--- src/rtl/seg_scan_capture.sv ---
// Recovers hex digits from a multiplexed active-low 7-segment scan bus.
// Latency: pins stable at edge E0 -> capture at E0+STABLE_CYCLES+1; no backpressure, input is free-running.
module seg_scan_capture #(
    parameter int NUM_DIGITS    = 4,
    parameter int STABLE_CYCLES = 8
) (
    input  logic                      CLOCK_50,
    input  logic                      reset,
    input  logic [6:0]                seg_in,
    input  logic [NUM_DIGITS-1:0]     dig_en,
    input  logic                      err_clr,
    output logic [4*NUM_DIGITS-1:0]   hex_out,
    output logic [NUM_DIGITS-1:0]     digit_valid,
    output logic                      update,
    output logic                      err
);

    localparam int CW = $clog2(STABLE_CYCLES + 1);
    localparam logic [CW-1:0] CNT_ONE = CW'(1);
    localparam logic [CW-1:0] CNT_CAP = CW'(STABLE_CYCLES - 1);
    localparam logic [CW-1:0] CNT_MAX = CW'(STABLE_CYCLES);

    typedef enum logic [1:0] {WAIT, TRACK, DONE} state_t;

    state_t                  state;
    logic [CW-1:0]           cnt;
    logic [6:0]              seg_meta, s_seg, ref_seg;
    logic [NUM_DIGITS-1:0]   en_meta, s_en, ref_en;
    logic                    s_onehot;
    logic                    match;
    logic [4:0]              dec;

    function automatic logic is_onehot(input logic [NUM_DIGITS-1:0] v);
        int ones;
        ones = 0;
        for (int i = 0; i < NUM_DIGITS; i++) begin
            if (v[i]) ones++;
        end
        return ones == 1;
    endfunction

    // Returns {legal, value}; anything outside the 16-glyph table is illegal.
    function automatic logic [4:0] decode(input logic [6:0] p);
        case (p)
            7'h40:   decode = {1'b1, 4'h0};
            7'h79:   decode = {1'b1, 4'h1};
            7'h24:   decode = {1'b1, 4'h2};
            7'h30:   decode = {1'b1, 4'h3};
            7'h19:   decode = {1'b1, 4'h4};
            7'h12:   decode = {1'b1, 4'h5};
            7'h02:   decode = {1'b1, 4'h6};
            7'h78:   decode = {1'b1, 4'h7};
            7'h00:   decode = {1'b1, 4'h8};
            7'h10:   decode = {1'b1, 4'h9};
            7'h08:   decode = {1'b1, 4'hA};
            7'h03:   decode = {1'b1, 4'hB};
            7'h46:   decode = {1'b1, 4'hC};
            7'h21:   decode = {1'b1, 4'hD};
            7'h06:   decode = {1'b1, 4'hE};
            7'h0E:   decode = {1'b1, 4'hF};
            default: decode = 5'b0_0000;
        endcase
    endfunction

    assign s_onehot = is_onehot(s_en);
    assign match    = (s_en == ref_en) && (s_seg == ref_seg);
    assign dec      = decode(ref_seg);

    always_ff @(posedge CLOCK_50 or posedge reset) begin
        if (reset) begin
            seg_meta    <= '0;
            s_seg       <= '0;
            en_meta     <= '0;
            s_en        <= '0;
            ref_seg     <= '0;
            ref_en      <= '0;
            cnt         <= '0;
            state       <= WAIT;
            hex_out     <= '0;
            digit_valid <= '0;
            update      <= 1'b0;
            err         <= 1'b0;
        end else begin
            seg_meta <= seg_in;
            s_seg    <= seg_meta;
            en_meta  <= dig_en;
            s_en     <= en_meta;
            update   <= 1'b0;
            // A capture later in this block overrides the clear.
            if (err_clr) err <= 1'b0;

            case (state)
                WAIT: begin
                    if (s_onehot) begin
                        state   <= TRACK;
                        ref_en  <= s_en;
                        ref_seg <= s_seg;
                        cnt     <= CNT_ONE;
                    end else begin
                        cnt <= '0;
                    end
                end
                TRACK, DONE: begin
                    if (match) begin
                        if (state == TRACK) begin
                            if (cnt != CNT_MAX) cnt <= cnt + CNT_ONE;
                            if (cnt == CNT_CAP) begin
                                state <= DONE;
                                for (int i = 0; i < NUM_DIGITS; i++) begin
                                    if (ref_en[i]) begin
                                        if (dec[4]) begin
                                            hex_out[4*i +: 4] <= dec[3:0];
                                            digit_valid[i]    <= 1'b1;
                                            update            <= 1'b1;
                                        end else begin
                                            digit_valid[i] <= 1'b0;
                                            err            <= 1'b1;
                                        end
                                    end
                                end
                            end
                        end
                    end else if (s_onehot) begin
                        state   <= TRACK;
                        ref_en  <= s_en;
                        ref_seg <= s_seg;
                        cnt     <= CNT_ONE;
                    end else begin
                        state <= WAIT;
                        cnt   <= '0;
                    end
                end
                default: begin
                    state <= WAIT;
                    cnt   <= '0;
                end
            endcase
        end
    end

endmodule

--- config.mk ---
export PLATFORM = sky130hd
export DESIGN_NAME = seg_scan_capture
export DESIGN_NICKNAME = d
export VERILOG_FILES = /design/src/rtl/seg_scan_capture.sv
export SDC_FILE = /design/constraint.sdc
export NUM_CORES = 1
export LEC_CHECK = 0
export CAP_MARGIN = 20
export CELL_PAD_IN_SITES_DETAIL_PLACEMENT = 0
export CELL_PAD_IN_SITES_GLOBAL_PLACEMENT = 1
export CORE_AREA = 5 5 93 95
export CTS_CLUSTER_SIZE = 20
export DETAILED_ROUTE_END_ITERATION = 10
export DIE_AREA = 0 0 98 100
export PLACE_DENSITY = 0.83
export SKIP_LAST_GASP = 1
export SLEW_MARGIN = 0
export SYNTH_ARGS = -nofsm -noshare
export SYNTH_HDL_FRONTEND = slang
export SYNTH_SLANG_ARGS = --single-unit
--- constraint.sdc ---
create_clock -name CLOCK_50 -period 2.4 [get_ports CLOCK_50]
set_clock_uncertainty 0.05 [all_clocks]
set_input_delay 0.48 -clock CLOCK_50 [delete_from_list [all_inputs] [get_ports CLOCK_50]]
set_output_delay 0.48 -clock CLOCK_50 [all_outputs]
set_load 0.01 [all_outputs]
==> impl_metrics.py, run 1 <==
metrics = {
    "run_status": {
        "outcome": "finished with violations",
        "violations": "setup timing",
    },
    "power": {
        "power_mw": 3.734,
        "power.density_nw_per_um2": 896.8,
        "vdd_drop_max_v": 0.0004520,
        "power_leakage_nw": 1.870,
    },
    "worst_setup_path": {
        "path_depth": 10,
        "reg2reg_from": "s_en[1]$_DFF_PP0_",
        "endpoint_kind": "flip-flop",
        "start_kind": "flip-flop",
        "crit_start": "s_en[1]$_DFF_PP0_",
        "cp_slowest_cell": "dfrtp_1",
        "r2r_cells": 10,
        "worstPathMaxFanout": 5,
        "worstPathRequired_ns": 2.59,
        "path_delay_family": "adder cells",
        "crit_type": "flip-flop to flip-flop",
        "critPathMaxStageDelay_ns": 0.39,
        "worstPathCellList": "inv_2 -> ha_4 -> xnor2_2 -> inv_1 -> ha_1 -> nand3b_1 -> o22ai_2 -> o211a_4 -> clkbuf_16 -> mux2_2",
        "arrival_ns": 2.62,
        "r2r_slack_ns": -0.02,
        "cp_num_buf_inv": 3,
    },
    "cts": {
        "insertion_delay_ns": 0.35,
        "numClockSinks": 61,
        "cts_made_buffers": 9,
        "hold_buffers": 0,
        "cts_tree": "yes",
        "clockBufferDepth": 2,
        "htreeDepth": 3,
        "clk_pin_slew_ns": 0.08,
        "root_buffer": "clkbuf_8",
    },
    "route": {
        "finalWirelength_um": 6746,
        "dr_total_vias": 2211,
        "wl_per_cell_um": 15.37,
        "remaining_drc_errors": 0,
        "dr.pass1.iters": 5,
        "viasPerCell": 5.036,
        "drt_iter0_drc": 128,
        "drtAntennaViolNets": 0,
    },
    "sta": {
        "setup_ws_ns": -0.02109,
        "setup_tns_ns": -0.02452,
        "slew_headroom": 0.6290,
        "rsz0062_at_grt": "true",
        "fmax_mhz": 413.0,
        "tightest_slew_ns": 0.5522,
        "finalCritPeriodShare": 1.009,
        "finalSetupViolations": 2,
        "whs_ns": 0.2983,
        "min_period_ns": 2.421,
        "slew_viol_final": 0,
        "hold_viol": 0,
    },
    "die": {
        "io_pins": 36,
        "dieArea_sq_um": 9800,
        "initial_core_util": 0.3912,
        "rows": 32,
        "die_w_um": 98,
        "coreArea_sq_um": 7647,
        "die_h_um": 100,
    },
    "layout": {
        "multi_input_area_sq_um": 1463,
        "utilization": 0.5445,
        "final_common_cell": "dfrtp_1",
        "final_cell_mix": "dfrtp_1, buf_4, clkdlybuf4s50_1",
        "fillCellCount": 644,
        "syn_to_final_growth_pct": 39.19,
        "drive_above_1_share": 0.3116,
        "regArea_sq_um": 1528,
        "antenna_cells": 0,
        "final_nets": 354,
    },
    "global_route": {
        "grt_pass1_wl_um": 10650,
        "grt_overflow_total": 0,
        "grt_pass1_vias": 2220,
        "antenna_found_initial": 0,
        "grt_max_degree": 62,
        "grtUsageTotal": 0.1367,
    },
    "yosys": {
        "synth_flop_cell": "dfrtp_1",
        "synthArstFlopShare": 1.000,
        "synth.distinct_cells": 55,
        "synth.ff_latch_count": 61,
        "synth_cells": 248,
        "synth-edff-count": 0,
        "syn_area_per_cell_sq_um": 12.06,
        "synth_seq_area_share": 0.5102,
        "yosys_warnings": 0,
        "synth_area_sq_um": 2992,
        "mappedNetlistNets": 270,
    },
    "min_path": {
        "hp-start": "seg_meta[1]$_DFF_PP0_",
        "min_path_type": "flip-flop to flip-flop",
        "hold-path-cell-count": 0,
    },
    "placement": {
        "dp_hpwl_um": 4281,
        "io_buffers": 35,
        "place.gp.congestion": 0.7905,
    },
    "flow_run": {
        "maxCapViolCount": 0,
    },
}
[final cells by class]
cell class | instances | area share
clock buffers | 10 | 0.03065
clock inverters | 6 | 0.01532
inverters | 18 | 0.01623
multi-input cells | 159 | 0.3513
flip-flops and latches | 61 | 0.3669
well taps | 102 | 0.03065
repair buffers | 83 | 0.1890
[timing repair]
action	in CTS	in global routing
pin swaps	7	13
buffers inserted	3	14
resized for setup	10	25
cloned	0	1
setup endpoints to repair	26	27
[stage by stage]
stage,instances,setup slack [ns],area [sq um]
final,439,-0.02109,4164
after global routing,439,-0.1095,4164
after CTS,424,0.009696,3936
after detailed placement,405,-0.06697,3676
after global placement,405,-0.06814,3676
after floorplan,248,-0.02661,2999
[where the power goes]
| part | internal, mW | switching [mW] |
|---|---|---|
| registers | 1.15 | 0.129 |
| logic | 0.770 | 0.783 |
| clock network | 0.477 | 0.421 |
| total | 2.40 | 1.33 |
[worst paths after layout]
check	endpoint
max in group asynchronous	s_seg[5]$_DFF_PP0_
worst min-delay path	s_seg[1]$_DFF_PP0_
worst min register to register	s_seg[1]$_DFF_PP0_
worst max register to register	ref_seg[4]$_DFFE_PP0P_
worst max-delay path	ref_seg[4]$_DFFE_PP0P_
min in group asynchronous	hex_out[12]$_DFFE_PP0P_
[Yosys cell counts (2+ instances only)]
cell / n / share of area
nand3_1: 8 / 0.013
mux2i_1: 6 / 0.020
inv_1: 18 / 0.023
xnor2_1: 3 / 0.0088
nand2b_1: 10 / 0.021
nand3b_1: 4 / 0.010
clkbuf_1: 6 / 0.0075
mux2_2: 10 / 0.038
nand4_1: 6 / 0.013
mux2_1: 12 / 0.045
nor2b_1: 2 / 0.0042
o21a_1: 2 / 0.0050
dfrtp_1: 61 / 0.51
o22ai_1: 4 / 0.0084
nor2_1: 7 / 0.0088
nand2_1: 5 / 0.0063
nor4_2: 2 / 0.0084
ha_1: 8 / 0.033
nor3_1: 5 / 0.0084
o21ai_0: 7 / 0.012
xor2_1: 11 / 0.032
a21o_1: 2 / 0.0050
buf_2: 2 / 0.0033
a221o_1: 2 / 0.0067
a21oi_1: 8 / 0.013
nor4_1: 3 / 0.0063
a311oi_4: 4 / 0.035
and4b_1: 2 / 0.0067
or3_1: 2 / 0.0042
[cells by family (layout without fill, tap and decap cells)]
| kind of cell | count (synthesis) | in the layout | synth area share |
|---|---|---|---|
| flops | 61 | 61 | 0.5102 |
| mux | 28 | 28 | 0.1029 |
| compound gates | 39 | 39 | 0.1146 |
| simple gates | 70 | 70 | 0.1581 |
| buf+inv | 28 | 117 | 0.03973 |
| fa+ha+maj | 8 | 8 | 0.03346 |
| xor+xnor | 14 | 14 | 0.04099 |
[state kept, by name, indices dropped and copies added (netlist names), 2 cells and up]
signal,flops
s_en,4
cnt,4
digit_valid,4
state,2
ref_seg,7
hex_out,16
en_meta,4
ref_en,4
seg_meta,7
s_seg,7
[per-layer routing]
metal | share of wire | vias to the layer above | global-route usage
li1 | - | 1064 | -
met1 | 0.45 | 1087 | 0.1665
met2 | 0.49 | 50 | 0.2225
met3 | 0.046 | 10 | 0.05629
met4 | 0.012 | 0 | 0.04153
met5 | 0 | - | 0
Power figures use the tool's default switching activity.
==> inputs of run 2 (changes only) <==
- REMOVE_ABC_BUFFERS: default -> 1
- SKIP_LAST_GASP: 1 -> default
==> run 2 against run 1 <==
Net effect:
- the flow still finishes with violations (setup timing)
- sequential share of layout area down 0.091 points
- global-route usage increased by 0.56 points
- die area unchanged
- clock power decreased by 6.2%
- maximum frequency up 0.80%
- clock-buffer cell count grew 3
- sequential power about the same
- utilization grew 0.18 points
- first-iteration DRC count down 41%
==> impl_metrics.py, run 2 (same netlist as run 1, synthesis figures left out) <==
metrics = {
    "route": {
        "dr.pass1.iters": 4,
        "wl_per_cell_um": 15.34,
        "met1_length_um": 2949,
        "drt_iter0_drc": 76,
        "dr_total_vias": 2239,
        "finalWirelength_um": 6735,
        "remaining_drc_errors": 0,
        "wl_met2_um": 3419,
        "viasPerCell": 5.100,
        "met3RoutedLength_um": 215,
        "drtAntennaViolNets": 0,
        "top_layer": "met4",
    },
    "sta": {
        "rsz0062_at_grt": "true",
        "min_period_ns": 2.402,
        "fmax_mhz": 416.3,
        "setup_tns_ns": -0.003430,
        "hold_viol": 0,
        "finalSetupViolations": 2,
        "slew_headroom": 0.6572,
        "slew_viol_final": 0,
        "setup_ws_ns": -0.001981,
        "finalCritPeriodShare": 1.001,
        "tightest_slew_ns": 0.5102,
    },
    "global_route": {
        "grt_overflow_total": 0,
        "antenna_found_initial": 0,
        "grt_pass1_wl_um": 11100,
        "grt_max_degree": 62,
        "grtUsageTotal": 0.1423,
        "grt_pass1_vias": 2326,
    },
    "worst_setup_path": {
        "crit_type": "flip-flop to flip-flop",
        "critPathMaxStageDelay_ns": 0.53,
        "cp_num_buf_inv": 1,
        "path_delay_family": "simple AND/OR/NAND/NOR gates",
        "worstPathCellList": "or4b_4 -> or3_4 -> and3_4 -> a311oi_4 -> buf_6 -> mux2_4",
        "start_kind": "flip-flop",
        "endpoint_kind": "flip-flop",
        "arrival_ns": 2.57,
        "worstPathRequired_ns": 2.57,
        "worstPathMaxFanout": 5,
        "cp_slowest_cell": "or4b_4",
    },
    "layout": {
        "syn_to_final_growth_pct": 39.65,
        "drive_above_1_share": 0.3264,
        "final_nets": 356,
        "final_common_cell": "dfrtp_1",
        "largest-register": "hex_out",
        "largest_reg_flops": 16,
        "antenna_cells": 0,
        "final_cell_mix": "dfrtp_1, buf_4, clkdlybuf4s50_1",
    },
    "die": {
        "die_h_um": 100,
        "io_pins": 36,
        "dieArea_sq_um": 9800,
        "coreArea_sq_um": 7647,
        "initial_core_util": 0.3912,
        "die_w_um": 98,
        "rows": 32,
    },
    "power": {
        "pwr-share-comb": 0.420,
        "p_sw_mw": 1.283,
        "power.density_nw_per_um2": 878.4,
        "vdd_drop_max_v": 0.0004495,
        "power_mw": 3.670,
        "seq_power_share": 0.351,
        "p_int_mw": 2.387,
        "power_leakage_nw": 1.879,
        "switching_share": 0.3496,
        "p_clk_frac": 0.229,
    },
    "cts": {
        "htreeDepth": 3,
        "insertion_delay_ns": 0.34,
        "hold_buffers": 0,
        "numClockSinks": 61,
        "clockBufferDepth": 2,
        "clk_pin_slew_ns": 0.06,
        "cts_made_buffers": 9,
        "root_buffer": "clkbuf_8",
        "cts_tree": "yes",
    },
    "placement": {
        "dp_hpwl_um": 4461,
        "io_buffers": 35,
        "pre_cts_slack_ns": -0.07375,
        "place.gp.congestion": 0.8210,
    },
    "flow_run": {
        "maxCapViolCount": 0,
    },
    "run_status": {
        "outcome": "finished with violations",
        "violations": "setup timing",
    },
    "min_path": {
        "min_path_type": "flip-flop to flip-flop",
    },
}
-- run 2: layout make-up --
class	instances	area (sq um)
timing repair buffer	85	803.3
inverter	18	67.56
multi-input combinational	159	1466
fill	639	3470
clock buffer	13	178.9
clock inverter	1	5.005
sequential	61	1529
tap	102	127.6
-- run 2: power groups by stage --
stage	clock network [mW]	registers (mW)	logic, mW
after floorplan	0	1.39	0.698
after global placement	0	1.29	1.32
after detailed placement	0	1.29	1.35
after CTS	0.869	1.28	1.38
after global routing	0.915	1.30	1.68
final	0.842	1.29	1.54
-- run 2: path summary, 6_finish.rpt --
| check | cells past startpoint | slack (ns) | start | to |
|---|---|---|---|---|
| min in group asynchronous | 3 | 0.47 | reset | cnt[2]$_DFFE_PP0P_ |
| worst max register to register | 6 | -0.002 | ref_seg[3]$_DFFE_PP0P_ | hex_out[3]$_DFFE_PP0P_ |
| max in group asynchronous | 3 | 1.53 | reset | ref_seg[5]$_DFFE_PP0P_ |
| worst max-delay path | 6 | -0.002 | ref_seg[3]$_DFFE_PP0P_ | hex_out[3]$_DFFE_PP0P_ |
| worst min register to register | 0 | 0.30 | seg_meta[0]$_DFF_PP0_ | s_seg[0]$_DFF_PP0_ |
| worst min-delay path | 0 | 0.30 | seg_meta[0]$_DFF_PP0_ | s_seg[0]$_DFF_PP0_ |
-- run 2: metrics by stage --
stage                       util  hold WS [ns]  instance area [sq um]  cells
after floorplan                -        0.2812                   2940    238
after global placement    0.4902        0.2831                   3749    414
after detailed placement  0.4902        0.2864                   3749    414
after CTS                 0.5239        0.3008                   4006    432
after global routing      0.5463        0.3131                   4178    439
final                     0.5463        0.2973                   4178    439
-- run 2: worst register-to-register path, stage by stage, from the launching register on --
cell      delay (ns)
dfrtp_1         0.38
or4b_4          0.53
or3_4           0.34
and3_4          0.22
a311oi_4        0.30
buf_6           0.17
mux2_4          0.30
-- run 2: timing repair --
| action | in CTS | in global routing |
|---|---|---|
| gates resized for setup | 10 | 25 |
| gates cloned | 0 | 1 |
| setup buffers | 4 | 6 |
| setup endpoints to repair | 25 | 24 |
| pin swaps | 8 | 4 |
-- run 2: per-layer routing --
layer  global-route usage  vias to the layer above
met2               0.2372                       37
met1               0.1750                     1118
met5                    0                        -
met3              0.03961                       16
li1                     -                     1068
met4              0.05751                        0
